[config.mk]
export PLATFORM = sky130hd
export DESIGN_NAME = pool3_blob_serializer
export DESIGN_NICKNAME = d
export VERILOG_FILES = /design/src/rtl/pool3_blob_serializer.sv
export SDC_FILE = /design/constraint.sdc
export NUM_CORES = 1
export LEC_CHECK = 0
export BUFFER_PORTS_ARGS = -buffer_cell sky130_fd_sc_hd__buf_2
export CORE_UTILIZATION = 50
export DETAILED_ROUTE_END_ITERATION = 8
export HOLD_SLACK_MARGIN = 0.12
export PLACE_DENSITY_LB_ADDON = 0.2
export REMOVE_ABC_BUFFERS = 1
export SYNTH_ARGS = -nofsm -noshare
export SYNTH_HDL_FRONTEND = slang
export SYNTH_SLANG_ARGS = --single-unit
[constraint.sdc]
create_clock -name clk -period 17.5 [get_ports clk]
set_input_delay 4.375 -clock clk [delete_from_list [all_inputs] [get_ports clk]]
set_output_delay 4.375 -clock clk [all_outputs]
set_load 0.03 [all_outputs]
[src/rtl/pool3_blob_serializer.sv]
// Buffers wide pool3 blob words in a small FIFO and emits them as narrow beats, LSB channels first.
// Also tracks the frame length so a malformed frame raises a sticky error while data flows unchanged.
module pool3_blob_serializer #(
    parameter int DIN_W       = 256,
    parameter int DOUT_W      = 32,
    parameter int FIFO_DEPTH  = 2,
    parameter int FRAME_WORDS = 32
) (
    input  logic              clk,
    input  logic              rst,
    input  logic              blob_din_en,
    output logic              blob_din_rdy,
    input  logic              blob_din_eop,
    input  logic [DIN_W-1:0]  blob_din,
    output logic              blob_dout_en,
    input  logic              blob_dout_rdy,
    output logic              blob_dout_eop,
    output logic [DOUT_W-1:0] blob_dout,
    output logic              err_len
);

    localparam int RATIO   = DIN_W / DOUT_W;
    localparam int BEAT_W  = (RATIO > 1) ? $clog2(RATIO) : 1;
    localparam int PTR_W   = (FIFO_DEPTH > 1) ? $clog2(FIFO_DEPTH) : 1;
    localparam int OCC_W   = $clog2(FIFO_DEPTH + 1);
    localparam int CNT_W   = (FRAME_WORDS > 1) ? $clog2(FRAME_WORDS) : 1;
    localparam int ENTRY_W = DIN_W + 1;

    typedef enum logic {
        IDLE,
        SEND
    } state_t;

    state_t               state_q, state_d;
    logic [ENTRY_W-1:0]   mem_q [FIFO_DEPTH];
    logic [ENTRY_W-1:0]   mem_d [FIFO_DEPTH];
    logic [PTR_W-1:0]     wr_ptr_q, wr_ptr_d;
    logic [PTR_W-1:0]     rd_ptr_q, rd_ptr_d;
    logic [OCC_W-1:0]     occ_q, occ_d;
    logic [BEAT_W-1:0]    beat_idx_q, beat_idx_d;
    logic [CNT_W-1:0]     cnt_q, cnt_d;
    logic                 err_len_q, err_len_d;
    logic                 alive_q;

    logic [ENTRY_W-1:0]   head_entry;
    logic                 push;
    logic                 pop;
    logic                 beat_ok;
    logic                 last_beat;
    logic                 send;
    logic [31:0]          cnt_next;

    function automatic logic [PTR_W-1:0] next_ptr(input logic [PTR_W-1:0] p);
        return (p == PTR_W'(FIFO_DEPTH - 1)) ? '0 : p + 1'b1;
    endfunction

    // alive_q keeps rdy low for the first cycle after reset releases
    assign blob_din_rdy = alive_q && (occ_q != OCC_W'(FIFO_DEPTH));
    assign head_entry   = mem_q[rd_ptr_q];
    assign send         = (state_q == SEND);
    assign last_beat    = (beat_idx_q == BEAT_W'(RATIO - 1));
    assign push         = blob_din_en && blob_din_rdy;
    assign beat_ok      = send && blob_dout_rdy;
    assign pop          = beat_ok && last_beat;

    always_comb begin
        blob_dout_en  = send;
        blob_dout_eop = send && head_entry[DIN_W] && last_beat;
        blob_dout     = '0;
        if (send) begin
            blob_dout = head_entry[beat_idx_q*DOUT_W +: DOUT_W];
        end
        err_len = err_len_q;
    end

    always_comb begin
        mem_d      = mem_q;
        wr_ptr_d   = wr_ptr_q;
        rd_ptr_d   = rd_ptr_q;
        occ_d      = occ_q;
        beat_idx_d = beat_idx_q;
        cnt_d      = cnt_q;
        err_len_d  = err_len_q;
        state_d    = state_q;
        cnt_next   = 32'(cnt_q) + 32'd1;

        if (push) begin
            mem_d[wr_ptr_q] = {blob_din_eop, blob_din};
            wr_ptr_d        = next_ptr(wr_ptr_q);
        end
        if (pop) begin
            rd_ptr_d = next_ptr(rd_ptr_q);
        end
        case ({push, pop})
            2'b10:   occ_d = occ_q + 1'b1;
            2'b01:   occ_d = occ_q - 1'b1;
            default: occ_d = occ_q;
        endcase

        if (beat_ok) begin
            beat_idx_d = last_beat ? '0 : beat_idx_q + 1'b1;
        end

        // An eop word closes the frame; a non-eop word that reaches the length wraps the count
        if (push && (FRAME_WORDS > 0)) begin
            if (blob_din_eop) begin
                if (cnt_next != FRAME_WORDS) begin
                    err_len_d = 1'b1;
                end
                cnt_d = '0;
            end else if (cnt_next == FRAME_WORDS) begin
                err_len_d = 1'b1;
                cnt_d     = '0;
            end else begin
                cnt_d = CNT_W'(cnt_next);
            end
        end

        case (state_q)
            IDLE: if (occ_d != '0) state_d = SEND;
            SEND: if (occ_d == '0) state_d = IDLE;
            default: state_d = IDLE;
        endcase
    end

    always_ff @(posedge clk) begin
        if (!rst) begin
            state_q    <= IDLE;
            wr_ptr_q   <= '0;
            rd_ptr_q   <= '0;
            occ_q      <= '0;
            beat_idx_q <= '0;
            cnt_q      <= '0;
            err_len_q  <= 1'b0;
            alive_q    <= 1'b0;
        end else begin
            state_q    <= state_d;
            wr_ptr_q   <= wr_ptr_d;
            rd_ptr_q   <= rd_ptr_d;
            occ_q      <= occ_d;
            beat_idx_q <= beat_idx_d;
            cnt_q      <= cnt_d;
            err_len_q  <= err_len_d;
            alive_q    <= 1'b1;
        end
    end

    always_ff @(posedge clk) begin
        mem_q <= mem_d;
    end

endmodule
Word level (Yosys, flattened, before mapping)
Index checks and enable logic that the tools add are counted.

word-level totals
  register bits = 529
  input port bits = 261
  output and inout port bits = 36
  logic and storage cells = 61

operators by class
  add/subtract/negate cells = 6
  magnitude comparators = 3
  eq/ne operators = 7
  shift operators = 1
  mux-type cells = 20
  bitwise operators = 3
  reductions and logical operators = 11

operators by type and width
  cell                   count
  $mux W257              4
  $bwmux W514            1
  $demux W257 S1         1
  $shiftx A257 B9 Y32    1
  $mux W32               1
  $mux W5                2
  $mux W1                8
  $logic_and A1 B1 Y1    7
  $add A5 B1 Y6 const B  1
  $eq A6 B6 Y1 const B   1
  $ne A6 B6 Y1 const B   1
  $ge A2 B2 Y1 const B   2
  $not A1 Y2             2
  $pmux W2 S2            1
  $reduce_bool A2 Y1     2
  $add A3 B1 Y3 const B  1
  $eq A3 B3 Y1 const B   1
  $mux W3                1
  $reduce_and A3 Y1      1
  $add A1 B1 Y1 const B  2
  $add A2 B1 Y2 const B  1
  $eq A2 B1 Y1 const B   1
  $eq A2 B2 Y1 const B   1
  $logic_not A2 Y1       1
  other kinds (6)        6

Longest topological paths before layout
Gate-level depths: netlist of the first run.

  word-level depth = 8
  depth in mapped cells = 8
  gate-level depth less buffers = 8

Least setup slack after synthesis of the first run
OpenSTA, ideal clock, no wires.

  kind = in2reg
  start point = input blob_din_en
  end point = register mem_q[0] in the netlist's numbering (enable)
  library setup time = 0.879 ns
  arrival time = 15.297 ns
  data required time = 16.621 ns
  slack = 1.323 ns
  stages = 3
  buffers on the path = 1
  path through = nand3_1 > buf_2 > nor2_1

between the ends
  cells in the longest elaborated chain, start to end = 1

RTL lines
  element               line  RTL
  from (decl)           11    input logic blob_din_en,
  $logic_and A1 B1 Y1   62    assign push = blob_din_en && blob_din_rdy;
  to (signal assigned)  149   mem_q <= mem_d;
  to (decl)             35    logic [ENTRY_W-1:0] mem_q [FIFO_DEPTH];

No other way between the ends.
A chain may end at the register's enable or synchronous reset.

Worst setup path in the final report of the first run
  start point = register rd_ptr_q
  end point = output blob_dout[30]

between the ends
  cells in the longest elaborated chain, start to end = 6

RTL lines
  element                                       line  RTL
  from (decl)                                   38    logic [PTR_W-1:0] rd_ptr_q, rd_ptr_d;
  from (signal assigned)                        139   rd_ptr_q <= rd_ptr_d;
  $not A1 Y2 (implied by the code)              59    assign head_entry = mem_q[rd_ptr_q];
  $mux W257 (implied by the code) (3 in a row)  59
  $shiftx A257 B9 Y32                           71    blob_dout = head_entry[beat_idx_q*DOUT_W +: DOUT_W];
  $mux W32                                      70    if (send) begin
  to (decl)                                     18    output logic [DOUT_W-1:0] blob_dout,

No other way between the ends. The select of a mux whose other input is x is not followed.

==> flow_summary.ini, run 1 <==
[status]
status = completed

[sta]
max_slew_margin = 0.2372
skew_ps = 10.82
tns_ps = 0
worst_pin_slew_ps = 1140
fmaxAchievable_mhz = 115.1
rsz0062_at_grt = false
maxSlewViolCount = 0
hold_viol = 0
timing.hold.ws_ps = 463.4
fin_crit_sh = 0.4966
period_needed_ps = 8690
setup_viol_count_final = 0

[cts]
clockBufferDepth = 3
cts-buffers-inserted = 53
cts_setup_buffers = 0
cts_resized = 0
cts.sinks = 529
worstSkewPairLatency_ps = 580
cts-root-buf = clkbuf_16
cts_tree = yes
h-tree-depth = 2
worst_setup_hold_path_clk_slew_ps = 60
ctsHoldBuffers = 0

[worst_setup_path]
worstSetupEndpointType = output port
critPathLaunchType = register
r2r_cells = 5
worstPathMaxFanout = 139
cp.required_ps = 13120
crit_path_start = rd_ptr_q
cp_data_arrival_time_ps = 4320
worstSetupEndpoint = blob_dout[30]
r2r_slack_ps = 13600
r2r_start = occ_q[0]
worstSetupPathType = register to output port
rr_endpoint = mem_q[319]

[logic_synthesis]
yosysTopAreaCell = edfxtp_1
synth-edff-count = 514
synth_cells = 1082
yosysSeqAreaShare = 0.7680
yosysMostFrequentCell = edfxtp_1
yosys_warnings = 0
synth_area_um2 = 20490
synth_area_leaders = edfxtp_1 (75%), mux2i_1 (9.3%), mux4_2 (3.6%)
async_reset_ff_frac = 0
synth.top_cell.area_share = 0.7534
synth_ff_type = edfxtp_1
synthTopCellsByCount = edfxtp_1 (514), mux2i_1 (190), a22oi_1 (77)
ys_seq_elements = 529
yosysUniqueCellTypes = 35
avgSynthCellArea_um2 = 18.93

[route]
drtIter0Drc = 715
viasPerCell = 5.550
vias = 10870
firstDrtPassIters = 5
wl_um = 42990
drc = 0
ant_nets = 0
wl_per_cell_um = 21.96

[pwr]
ir_drop_mv = 0.09419
leakage_nw = 8.098
power.density_nw_per_um2 = 112.7

[worst_hold_path]
hp-class = register to register

[placed_design]
post-dp-hpwl_um = 25810
place_congestion = 0.7581
place_inst = 1859
port-buffer-count = 296

[grt]
overflow = 0
antenna_found_initial = 12
grt_pass1_wl_um = 63960
grtUsageTotal = 0.2061
first_global_vias = 10990
grt_max_degree = 140

[die]
die_h_um = 204.4
fp-row-count = 73
die_w_um = 204.4
initial_core_util = 0.5109
core_um2 = 40100
io_pins = 297
dieArea_um2 = 41790

[layout]
nets = 1654
areaGrowthSynthToFinish_pct = 17.74
layout-drive-gt1-share = 0.3025
fillers = 2960
final_cells = 1958

[job]
maxCapViolations = 0
metrics by stage:
| step | power [W] | setup WS [ps] | utilization | cell area (µm²) |
|---|---|---|---|---|
| 2_1_floorplan | 0.001572 | 1188 | - | 20050 |
| 3_3_place_gp | 0.001623 | 9433 | 0.5580 | 22370 |
| 3_5_place_dp | 0.001629 | 9427 | 0.5580 | 22370 |
| 4_1_cts | 0.002745 | 8779 | 0.6012 | 24110 |
| 5_1_grt | 0.002806 | 8475 | 0.6013 | 24110 |
| 6_report | 0.002719 | 8810 | 0.6016 | 24120 |
state kept, by name (all words and copies together) (netlist names):
name	cells
mem_q	514
cnt_q	5
beat_idx_q	3
occ_q	2
alive_q	1
blob_dout_en	1
err_len	1
rd_ptr_q	1
wr_ptr_q	1
metal layers:
metal,vias up,GRT usage,part of all wire
li1,4989,-,-
met1,5415,0.2742,0.41
met2,370,0.3340,0.49
met3,77,0.05867,0.079
met4,16,0.05330,0.017
met5,-,0,0.0021
cell usage in the layout, fill, tap and decap left out, drive strengths merged:
cell type    n
nand2b      18
inv          4
a22oi       77
xnor2        4
and3         1
clkinv      20
xor2         4
buf        312
edfxtp     514
and2         3
nor2b        3
nand3       38
diode        5
clkbuf      66
bufinv       6
clkinvlp     1
a21o         1
or3          2
o31ai        1
nand4        1
nor2        13
a21oi        5
a221oi      17
nor3         1
mux2i      190
ha           4
nand2       38
mux4        34
o21ai       35
dfxtp       15
how the worst min path moves through the flow:
| stage | startpoint | to | slack [ps] | depth (start not counted) |
|---|---|---|---|---|
| 6_report | err_len | err_len | 460 | 2 |
| 5_1_grt | err_len | err_len | 500 | 2 |
| 4_1_cts | err_len | err_len | 460 | 2 |
| 3_5_place_dp | err_len | err_len | 450 | 2 |
| 3_3_place_gp | err_len | err_len | 450 | 2 |
| 2_1_floorplan | cnt_q[4] | cnt_q[4] | 460 | 2 |
layout make-up:
cell class	instances	area [µm²]	area share
antenna	5	12.51	0.0005187
clock buffer	66	1448	0.06002
clock inverter	28	286.5	0.01188
inverter	3	11.26	0.0004669
multi-input combinational	490	4350	0.1804
sequential	529	15740	0.6526
tap	525	656.9	0.02723
timing repair buffer	312	1614	0.06692
cells by family after synthesis:
| family | after synthesis | synth area share |
|---|---|---|
| flip-flops | 529 | 0.7680 |
| XOR/XNOR | 8 | 0.003420 |
| buffers and inverters | 63 | 0.02199 |
| AND/OR/NAND/NOR | 118 | 0.02742 |
| AO/OA/AOI/OAI | 136 | 0.04629 |
| adder cells (fa/ha/maj) | 4 | 0.002443 |
| multiplexers | 224 | 0.1304 |
power breakdown:
group	switching (W)	internal (W)
clock	0.000449	0.000670
combinational	0.0000900	0.0000518
sequential	0.0000140	0.00144
total	0.000553	0.00217
critical path, cell delays in order, from the launching register on:
cell and delay [ps]:
dfxtp_4 700, buf_12 770, buf_4 930, mux4_2 590, nand2b_1 150, nand3_1 110
nand2_1 60, buf_2 180
Note: power is estimated with default switching activity, not from simulation.
==> run 2, diff against run 1 <==
==> constraint.sdc (replaced) <==
create_clock -name clk -period 8.6 [get_ports clk]
set_input_delay 2.15 -clock clk [delete_from_list [all_inputs] [get_ports clk]]
set_output_delay 2.15 -clock clk [all_outputs]
set_load 0.03 [all_outputs]
==> run 2 against run 1 <==
Net effect: via count down 1.0%; count of clock-buffer cells in the layout unchanged; critical endpoint is now blob_dout[19]; critical path type unchanged; flip-flop and latch count unchanged; largest power group unchanged; die area unchanged; setup slack worse by 5900 ps; clock power up 97%.
==> flow_summary.ini, run 2 (synthesis results as in run 1) <==
[status]
status = completed

[sta]
timing.hold.ws_ps = 466.9
setup_viol_count_final = 0
fmaxAchievable_mhz = 174.8
maxSlewViolCount = 0
fin_crit_sh = 0.6653
worst_pin_slew_ps = 1057
rsz0062_at_grt = false
max_slew_margin = 0.2952
skew_ps = 11.72
hold_viol = 0
period_needed_ps = 5721

[route]
drtIter0Drc = 789
firstDrtPassIters = 5
vias = 10750
viasPerCell = 5.473
drc = 0
wl_um = 43420
wl_per_cell_um = 22.10
ant_nets = 0

[grt]
overflow = 0
grt_pass1_wl_um = 64660
first_global_vias = 11050
grt_max_degree = 137
grtUsageTotal = 0.2079
antenna_found_initial = 15

[job]
maxCapViolations = 0

[worst_setup_path]
crit_path_cell_trace = buf_4, nor2b_4, buf_4, a22oi_1, nand3_1, o21ai_0, buf_2
cp.required_ps = 6450
r2r_slack_ps = 5330
cp_data_arrival_time_ps = 3570
crit_path_start = beat_idx_q[1]
slowest_delay_ps = 870
worstSetupPathType = register to output port
cp_slowest_cell = nor2b_4
worstPathMaxFanout = 30
worstSetupEndpointType = output port
r2r_start = occ_q[0]
timing.critical_path.mode_cell = buf_4
worstSetupEndpoint = blob_dout[19]
rr_endpoint = mem_q[179]
r2r_cells = 5
critPathLaunchType = register

[cts]
cts.sinks = 529
clockBufferDepth = 3
ctsHoldBuffers = 0
h-tree-depth = 2
cts_setup_buffers = 0
cts_tree = yes
worstSkewPairLatency_ps = 580
cts-root-buf = clkbuf_16
worst_setup_hold_path_clk_slew_ps = 60
cts_resized = 0
cts-buffers-inserted = 54

[placed_design]
place_congestion = 0.7617
post-dp-hpwl_um = 25980
port-buffer-count = 296

[layout]
final_cell_mix = edfxtp_1 (514), buf_2 (296), mux2i_1 (190)
regArea_um2 = 15740
multiInputGateArea_um2 = 4350
final_common_cell = edfxtp_1
nets = 1654
layout-drive-gt1-share = 0.3024
areaGrowthSynthToFinish_pct = 17.58
largest_register_ff_count = 514
biggestRegsByFlops = mem_q (514), cnt_q (5), beat_idx_q (3)
fin_util = 0.6007
fillers = 3013
regMostFlops = mem_q

[die]
dieArea_um2 = 41790
initial_core_util = 0.5109
io_pins = 297
fp-row-count = 73
die_h_um = 204.4
core_um2 = 40100
die_w_um = 204.4

[pwr]
power.density_nw_per_um2 = 226.8
leakage_nw = 8.070
ir_drop_mv = 0.2156

[worst_hold_path]
hp-class = register to register
-- run 2: worst min path at each step --
stage                     startpoint       end  cells past startpoint
after floorplan             cnt_q[4]  cnt_q[4]                      2
after global placement       err_len   err_len                      2
after detailed placement     err_len   err_len                      2
after CTS                    err_len   err_len                      2
after global routing         err_len   err_len                      2
final                        err_len   err_len                      2
-- run 2: per-stage QoR --
stage	cells	setup TNS (ps)	power [W]	cell area, µm²	setup slack, ps
after floorplan	1022	-2905670	0.003199	20050	-5487
after global placement	1858	0	0.003304	22390	3461
after detailed placement	1858	0	0.003316	22390	3396
after CTS	1957	0	0.005515	24070	2762
after global routing	1958	0	0.005642	24070	2705
final	1965	0	0.005463	24090	2879
-- run 2: area by class of cell --
| class | count | area share |
|---|---|---|
| Antenna cell | 8 | 0.0008311 |
| Clock buffer | 66 | 0.05968 |
| Clock inverter | 33 | 0.009921 |
| Inverter | 3 | 0.0004675 |
| Multi-Input combinational cell | 490 | 0.1806 |
| Sequential cell | 529 | 0.6535 |
| Tap cell | 525 | 0.02727 |
| Timing Repair Buffer | 311 | 0.06773 |
-- run 2: where the power goes --
| group | total, W | internal (W) | leakage, nW | switching, W |
|---|---|---|---|---|
| Combinational | 0.000290 | 0.000106 | 2.41 | 0.000185 |
| Sequential | 0.00297 | 0.00294 | 4.84 | 0.0000280 |
| Clock | 0.00221 | 0.00127 | 0.822 | 0.000933 |
| Total | 0.00546 | 0.00432 | 8.07 | 0.00115 |
-- run 2: per-layer routing --
metal | routed length, µm | global-route usage
met5 | 119 | 0
met1 | 18490 | 0.2830
met3 | 3132 | 0.05293
met2 | 20840 | 0.3322
met4 | 836 | 0.05917
-- run 2: worst max-delay path: cells and delay by family (launching register included) --
| kind | cells | cell delay, ps |
|---|---|---|
| buf+inv | 3 | 1250 |
| simple gates | 2 | 980 |
| flops | 1 | 490 |
| compound gates | 2 | 240 |
